## src/rtl/mem_arbiter.sv

```systemverilog
// Arbitrates the single-port memory between instruction fetch (I) and load/store (D).
// Default: fixed priority D over I with a starvation guard; define ARB_MEM_RR_EN for round-robin.
module mem_arbiter #(
   parameter int STARVE_MAX = 4,
   parameter int CNT_W      = 3
) (
   input  logic        clk,
   input  logic        rstn,
   input  logic        i_req,
   input  logic [31:0] i_addr,
   output logic        i_gnt,
   output logic        i_rvalid,
   output logic [31:0] i_rdata,
   input  logic        d_req,
   input  logic [31:0] d_addr,
   input  logic [31:0] d_wdata,
   input  logic [3:0]  d_wmask,
   output logic        d_gnt,
   output logic        d_rvalid,
   output logic [31:0] d_rdata,
   output logic        m_strb,
   output logic [31:0] m_addr,
   output logic [31:0] m_wdata,
   output logic [3:0]  m_wmask,
   input  logic [31:0] m_rdata
);

   logic gnt_i;
   logic gnt_d;
   logic rsp_i;
   logic rsp_d;
   logic d_store;

`ifdef ARB_MEM_RR_EN
   logic last_d;

   always_comb begin
      gnt_i = 1'b0;
      gnt_d = 1'b0;
      if (rstn) begin
         if (i_req && d_req) begin
            gnt_i = last_d;
            gnt_d = !last_d;
         end else begin
            gnt_i = i_req;
            gnt_d = d_req;
         end
      end
   end

   always_ff @(posedge clk) begin
      if (!rstn) begin
         last_d <= 1'b0;
      end else if (gnt_i) begin
         last_d <= 1'b0;
      end else if (gnt_d) begin
         last_d <= 1'b1;
      end
   end
`else
   localparam logic [CNT_W-1:0] STARVE_LIM = CNT_W'(STARVE_MAX);

   logic [CNT_W-1:0] starve_cnt;
   logic             starved;

   assign starved = (starve_cnt == STARVE_LIM);

   always_comb begin
      gnt_i = 1'b0;
      gnt_d = 1'b0;
      if (rstn) begin
         if (i_req && d_req) begin
            gnt_i = starved;
            gnt_d = !starved;
         end else begin
            gnt_i = i_req;
            gnt_d = d_req;
         end
      end
   end

   // Counts consecutive lost cycles for I, saturating at the limit.
   always_ff @(posedge clk) begin
      if (!rstn) begin
         starve_cnt <= '0;
      end else if (gnt_i) begin
         starve_cnt <= '0;
      end else if (i_req && !starved) begin
         starve_cnt <= starve_cnt + 1'b1;
      end
   end
`endif

   assign d_store = (d_wmask != 4'b0000);

   assign i_gnt   = gnt_i;
   assign d_gnt   = gnt_d;
   assign m_strb  = gnt_i | (gnt_d & !d_store);
   assign m_addr  = gnt_i ? i_addr : d_addr;
   assign m_wdata = d_wdata;
   assign m_wmask = gnt_d ? d_wmask : 4'b0000;

   always_ff @(posedge clk) begin
      if (!rstn) begin
         rsp_i <= 1'b0;
         rsp_d <= 1'b0;
      end else begin
         rsp_i <= gnt_i;
         rsp_d <= gnt_d;
      end
   end

   // A response registered just before reset asserts must not surface during reset.
   assign i_rvalid = rsp_i & rstn;
   assign d_rvalid = rsp_d & rstn;
   assign i_rdata  = m_rdata;
   assign d_rdata  = m_rdata;

endmodule

```

## config.mk

```make
export PLATFORM = sky130hd
export DESIGN_NAME = mem_arbiter
export DESIGN_NICKNAME = d
export VERILOG_FILES = /design/src/rtl/mem_arbiter.sv
export SDC_FILE = /design/constraint.sdc
export NUM_CORES = 1
export LEC_CHECK = 0
export BUFFER_PORTS_ARGS = -buffer_cell sky130_fd_sc_hd__buf_2
export CAP_MARGIN = 20
export CORE_AREA = 2 2 106 108
export DETAILED_ROUTE_END_ITERATION = 10
export DIE_AREA = 0 0 108 110
export PLACE_DENSITY = 0.54
export SLEW_MARGIN = 30
export SYNTH_ARGS = -nofsm -noshare
export SYNTH_HDL_FRONTEND = slang
export SYNTH_SLANG_ARGS = --single-unit
```

## constraint.sdc

```tcl
create_clock -name clk -period 2.1 [get_ports clk]
set_clock_uncertainty 0.1 [all_clocks]
set_input_delay 0.21 -clock clk [delete_from_list [all_inputs] [get_ports clk]]
set_output_delay 0.21 -clock clk [all_outputs]
set_load 0.005 [all_outputs]
```

==> results of run 1 <==
-- worst max path at each step --
| stage | depth (start not counted) | startpoint | endpoint |
|---|---|---|---|
| after floorplan | 6 | starve_cnt[0] | m_addr[20] |
| after global placement | 7 | starve_cnt[0] | m_addr[4] |
| after detailed placement | 7 | starve_cnt[0] | m_addr[28] |
| after CTS | 7 | starve_cnt[0] | m_addr[28] |
| after global routing | 8 | starve_cnt[0] | m_addr[22] |
| final | 8 | starve_cnt[0] | m_addr[22] |
-- flip-flops by register name, indices dropped and copies added (netlist names) --
signal / count
starve_cnt: 3
rsp_d: 1
rsp_i: 1
-- worst register-to-register path: cells and delay by family, from the launching register on --
kind | cells | cell delay [ns]
fa+ha+maj | 1 | 0.17
flops | 1 | 0.34
compound gates | 2 | 0.36
simple gates | 1 | 0.06
buf+inv | 2 | 0.19
-- per-stage QoR --
| stage | cell area (sq um) | total power (uW) |
|---|---|---|
| finish | 1610 | 513 |
| global route | 1610 | 555 |
| CTS | 1480 | 498 |
| detailed placement | 1420 | 309 |
| global placement | 1420 | 305 |
| floorplan | 1420 | 337 |
-- what timing repair did --
action	in CTS	in global routing
gates resized for setup	3	4
setup buffers	0	5
setup endpoints to repair	32	32
pin swaps	0	3
gates cloned	0	4
-- cell type report --
cell class	count	area (sq um)	area share
Tap cell	140	175	0.109
Multi-Input combinational cell	59	564	0.352
Inverter	3	11.3	0.00701
Clock buffer	4	45.0	0.0281
Timing Repair Buffer	122	707	0.440
Sequential cell	5	103	0.0639
-- kinds of logic after synthesis --
group / share of synthesized area
buffers and inverters: 0.540
multiplexers: 0.254
AND/OR/NAND/NOR: 0.0706
flip-flops: 0.0706
AO/OA/AOI/OAI: 0.0468
adder cells (fa/ha/maj): 0.0176
-- per-layer routing --
layer / GRT usage / share of wire / up-vias
met4: 0.0467 / 0.057 / 0
li1: - / - / 504
met1: 0.0493 / 0.35 / 489
met2: 0.0710 / 0.48 / 69
met3: 0.0206 / 0.11 / 30
met5: 0 / 0 / -
-- placed cells by master (no fill, tap or decap), types with 2 or more instances in the layout --
cell / count
and2_1: 6
inv_2: 2
a31oi_1: 2
dfxtp_2: 2
buf_4: 4
nand3_1: 2
clkbuf_8: 3
buf_2: 112
mux2_2: 32
a21boi_0: 3
nand2_1: 4
clkbuf_16: 2
buf_12: 2
dfxtp_1: 3
-- power by group through the flow --
stage / combinational (uW) / clock [uW] / sequential [uW]
4_1_cts: 211 / 187 / 101
6_report: 231 / 181 / 101
3_5_place_dp: 207 / 0 / 102
5_1_grt: 256 / 198 / 101
2_1_floorplan: 236 / 0 / 101
3_3_place_gp: 203 / 0 / 102
==> flow_summary.json, run 1 <==
{
  "outcome": "completed",
  "critical_path_buf_inv_count": 4,
  "min_from": "d_req",
  "fin_crit_sh": 0.970,
  "rows": 38,
  "min_path_cells": 3,
  "maxSlewViolCount": 0,
  "overflow": 0,
  "synth_top_flop_cell": "dfxtp_1",
  "fin_cells": 333,
  "n_fill_cell": 1220,
  "firstDrtPassIters": 4,
  "synth_fp_nets": 304,
  "die_x_um": 108,
  "pwr-share-clk": 0.352,
  "syn_area_sq_um": 1420,
  "cts_sinks": 5,
  "place_ws_ns": 0.173,
  "drtIter0Drc": 27,
  "setup_viol": 0,
  "r2r-end": "starve_cnt[0]",
  "clock.fmax_mhz": 491,
  "rsz0062_at_grt": "true",
  "worstReg2RegStart": "starve_cnt[0]",
  "synth_seq_cells": 5,
  "yosysTopAreaCell": "buf_4",
  "htree_num_levels": 1,
  "p_int_uw": 377,
  "crit_path_max_fanout": 8,
  "synth_common_cells": "96 x buf_4, 32 x mux2_2, 6 x and2_1",
  "start_kind": "register",
  "cts_buffers": 3,
  "crit_arrival_ns": 1.73,
  "place_hpwl_mm": 2.81,
  "tns_ns": 0,
  "pin_count": 273,
  "clk_path_buf_depth": 2,
  "start_util": 0.133,
  "yosysSeqAreaShare": 0.0706,
  "p_leak_uw": 0.000792,
  "ys_types": 19,
  "combPwrFrac": 0.451,
  "swShare": 0.264,
  "cts_tree": "done",
  "antenna_cells": 0,
  "syn_avg_cell_area_sq_um": 8.54,
  "grt_max_degree": 35,
  "power.switching_uw": 135,
  "ant_nets": 0,
  "grt_pass1_wl_mm": 4.47,
  "clk_pin_slew_ns": 0.04,
  "synth_edf_count": 0,
  "synthArstFlopShare": 0,
  "route.detailed.drc": 0,
  "dp.cells": 320,
  "hold_path_class": "in2reg",
  "gp_congestion": 0.682,
  "slew_headroom": 0.695,
  "vias_per_cell": 3.28,
  "cts_hold_buffers": 0,
  "grt_pass1_vias": 952,
  "synth_warnings": 0,
  "portBuffers": 112,
  "drive_gt1_frac": 0.850,
  "grt_usage": 0.0475,
  "netlist_top_cells_area": "buf_4 51%, mux2_2 25%, dfxtp_1 7.1%",
  "core_area_sq_um": 10700,
  "finalCriticalPeriod_ns": 2.04,
  "wl_mm": 3.91,
  "vdd_drop_max_v": 0.000231,
  "worst_pin_slew_ns": 0.456,
  "required_ns": 1.79,
  "cp-end-kind": "primary output",
  "wire_per_inst_um": 11.8,
  "maxCapViolCount": 0,
  "worst-r2r-setup-slack_ns": 0.79,
  "clock_latency_ns": 0.23,
  "r2r_cells": 6,
  "die_h_um": 110,
  "seq_power_share": 0.197,
  "root_buffer": "clkbuf_8",
  "crit_slowest_cell": "dfxtp_2",
  "whs_ns": 0.179,
  "synthCells": 166,
  "antenna_found_initial": 0,
  "worst_slack_ns": 0.0634,
  "synth.most_common_cell": "buf_4",
  "pwr_density_cell_nw_per_um2": 319,
  "fin_util": 0.150,
  "die-area_sq_um": 11900,
  "crit_chain": "inv_2 > ha_4 > a21boi_4 > nor2_4 > buf_12 > clkbuf_16 > mux2_2 > buf_2",
  "critPathKind": "reg2out",
  "netlist.area_leader.share": 0.508,
  "holdPathEnd": "rsp_d",
  "num_vias": 1092,
  "nets": 332,
  "hold_viol_final": 0,
  "crit_family": "buffers and inverters",
  "max_stage_delay_ns": 0.34,
  "areaGrowthSynthToFinish_pct": 13.2
}
Power figures use the tool's default switching activity.
==> inputs of run 2 (changes only) <==
Settings changed: CORE_AREA 2 2 106 108 to 2 2 105 107, DIE_AREA 0 0 108 110 to 0 0 107 109, PLACE_DENSITY 0.54 to 0.55, REMOVE_ABC_BUFFERS set to 1.
Clock period 2.1 ns to 2.4 ns, I/O delays scaled along.
==> run 2 against run 1 <==
Cell count fell by 2.4%. Worst hold slack improved by 0.022 ns. Critical path depth fell by 1. Cell area fell by 9.1%. Count of clock-buffer cells in the layout did not move. Sequential cell count did not move. Non-clock buffer count fell by 8. Global-route usage rose by 11 points. Critical path type unchanged. Sequential power fell by 13%. Core utilization fell by 1.2 points. Largest cell class unchanged.
==> flow_summary.json, run 2 (synthesized netlist as in run 1, its figures left out) <==
{
  "cts_setup_buffers": 0,
  "ant_nets": 0,
  "pwr_density_cell_nw_per_um2": 291,
  "finalCriticalPeriod_ns": 2.18,
  "cts_buffers": 3,
  "die_x_um": 107,
  "worst_pin_slew_ns": 0.529,
  "critPathKind": "reg2out",
  "hold_path_class": "in2reg",
  "p_leak_uw": 0.000728,
  "maxSlewViolCount": 0,
  "clock.fmax_mhz": 458,
  "drive_gt1_frac": 0.816,
  "crit_path_max_fanout": 19,
  "wire_per_inst_um": 30.5,
  "start_kind": "register",
  "placed_area_sq_um": 1410,
  "grt_pass1_wl_mm": 11.8,
  "firstDrtPassIters": 4,
  "clk_path_buf_depth": 2,
  "multiInputGateArea_sq_um": 552,
  "grt_usage": 0.160,
  "required_ns": 2.06,
  "outcome": "completed",
  "maxCapViolCount": 0,
  "pin_count": 273,
  "gp_congestion": 0.841,
  "areaGrowthSynthToFinish_pct": 2.91,
  "cts_resized": 0,
  "drtIter0Drc": 59,
  "portBuffers": 112,
  "vdd_drop_max_v": 0.000104,
  "largest_registers": "starve_cnt: 3 flops, rsp_d: 1 flops, rsp_i: 1 flops",
  "rows": 38,
  "start_util": 0.134,
  "root_buffer": "clkbuf_8",
  "register_area_sq_um": 100,
  "layout_common_cells": "112 x buf_2, 32 x mux2_2, 6 x and2_1",
  "rsz0062_at_grt": "false",
  "fin_crit_sh": 0.910,
  "largest-register": "starve_cnt",
  "r2r_cells": 5,
  "antenna_cells": 0,
  "grt_pass1_vias": 1055,
  "setup_viol": 0,
  "antenna_found_initial": 0,
  "cts_tree": "done",
  "overflow": 0,
  "cp-end-kind": "primary output",
  "largest_reg_flops": 3,
  "grt_max_degree": 20,
  "n_fill_cell": 1233,
  "clk_pin_slew_ns": 0.04,
  "core_area_sq_um": 10600,
  "vias_per_cell": 3.84,
  "cts_hold_buffers": 0,
  "final_common_cell": "buf_2",
  "htree_num_levels": 1,
  "die-area_sq_um": 11700,
  "slew_headroom": 0.646,
  "num_vias": 1249,
  "hold_viol_final": 0,
  "die_h_um": 109,
  "min_path_cells": 3,
  "crit_arrival_ns": 1.84,
  "place_hpwl_mm": 9.19,
  "final_area_sq_um": 1460,
  "wl_mm": 9.92,
  "clock_latency_ns": 0.23,
  "cts_sinks": 5,
  "tns_ns": 0,
  "route.detailed.drc": 0,
  "nets": 324
}
run 2: cell types whose count changed in the layout (fill, tap and decap cells not counted), sizes merged:
cell / change
clkbuf: -2
buf: -6
run 2: through the flow:
| step | setup slack, ns | hold slack [ns] | total power [uW] | util | std cells |
|---|---|---|---|---|---|
| floorplan | 0.386 | 0.247 | 161 | - | 67 |
| global placement | 0.476 | 0.373 | 265 | 0.133 | 321 |
| detailed placement | 0.436 | 0.380 | 268 | 0.133 | 321 |
| CTS | 0.191 | 0.196 | 434 | 0.138 | 325 |
| global route | 0.111 | 0.231 | 453 | 0.138 | 325 |
| finish | 0.216 | 0.200 | 425 | 0.138 | 325 |
run 2: report_power, final:
part | internal, uW | leakage (uW) | switching [uW]
Sequential | 86.5 | 0.0000409 | 1.28
Combinational | 112 | 0.000665 | 64.7
Clock | 114 | 0.0000228 | 46.5
run 2: path summary, 6_finish.rpt:
kind / start / end / slack, ns
worst min register to register: starve_cnt[1] / starve_cnt[1] / 0.39
worst min-delay path: d_req / rsp_d / 0.20
worst max register to register: starve_cnt[0] / starve_cnt[0] / 1.09
worst max-delay path: starve_cnt[0] / m_addr[20] / 0.22
run 2: layout make-up:
| class | instances | area share |
|---|---|---|
| repair buffers | 114 | 0.395 |
| multi-input cells | 59 | 0.378 |
| well taps | 140 | 0.120 |
| flip-flops and latches | 5 | 0.0686 |
| clock buffers | 4 | 0.0309 |
| inverters | 3 | 0.00772 |
run 2: layer usage:
metal  GRT usage  vias to the layer above  wire (um)  share of wire
li1            -                      487          -              -
met1       0.118                      512       2420           0.24
met2       0.213                      233       3900           0.39
met3       0.247                       15       3320           0.34
met4      0.0501                        2        226          0.023
met5      0.0446                        -         46         0.0046
run 2: worst max-delay path, cell delays in order (launching register included):
cell and delay [ns]:
dfxtp_1 0.31, inv_1 0.07, ha_1 0.25, a21boi_4 0.10, nor2_4 0.11, buf_4 0.26
mux2_2 0.37, buf_2 0.13
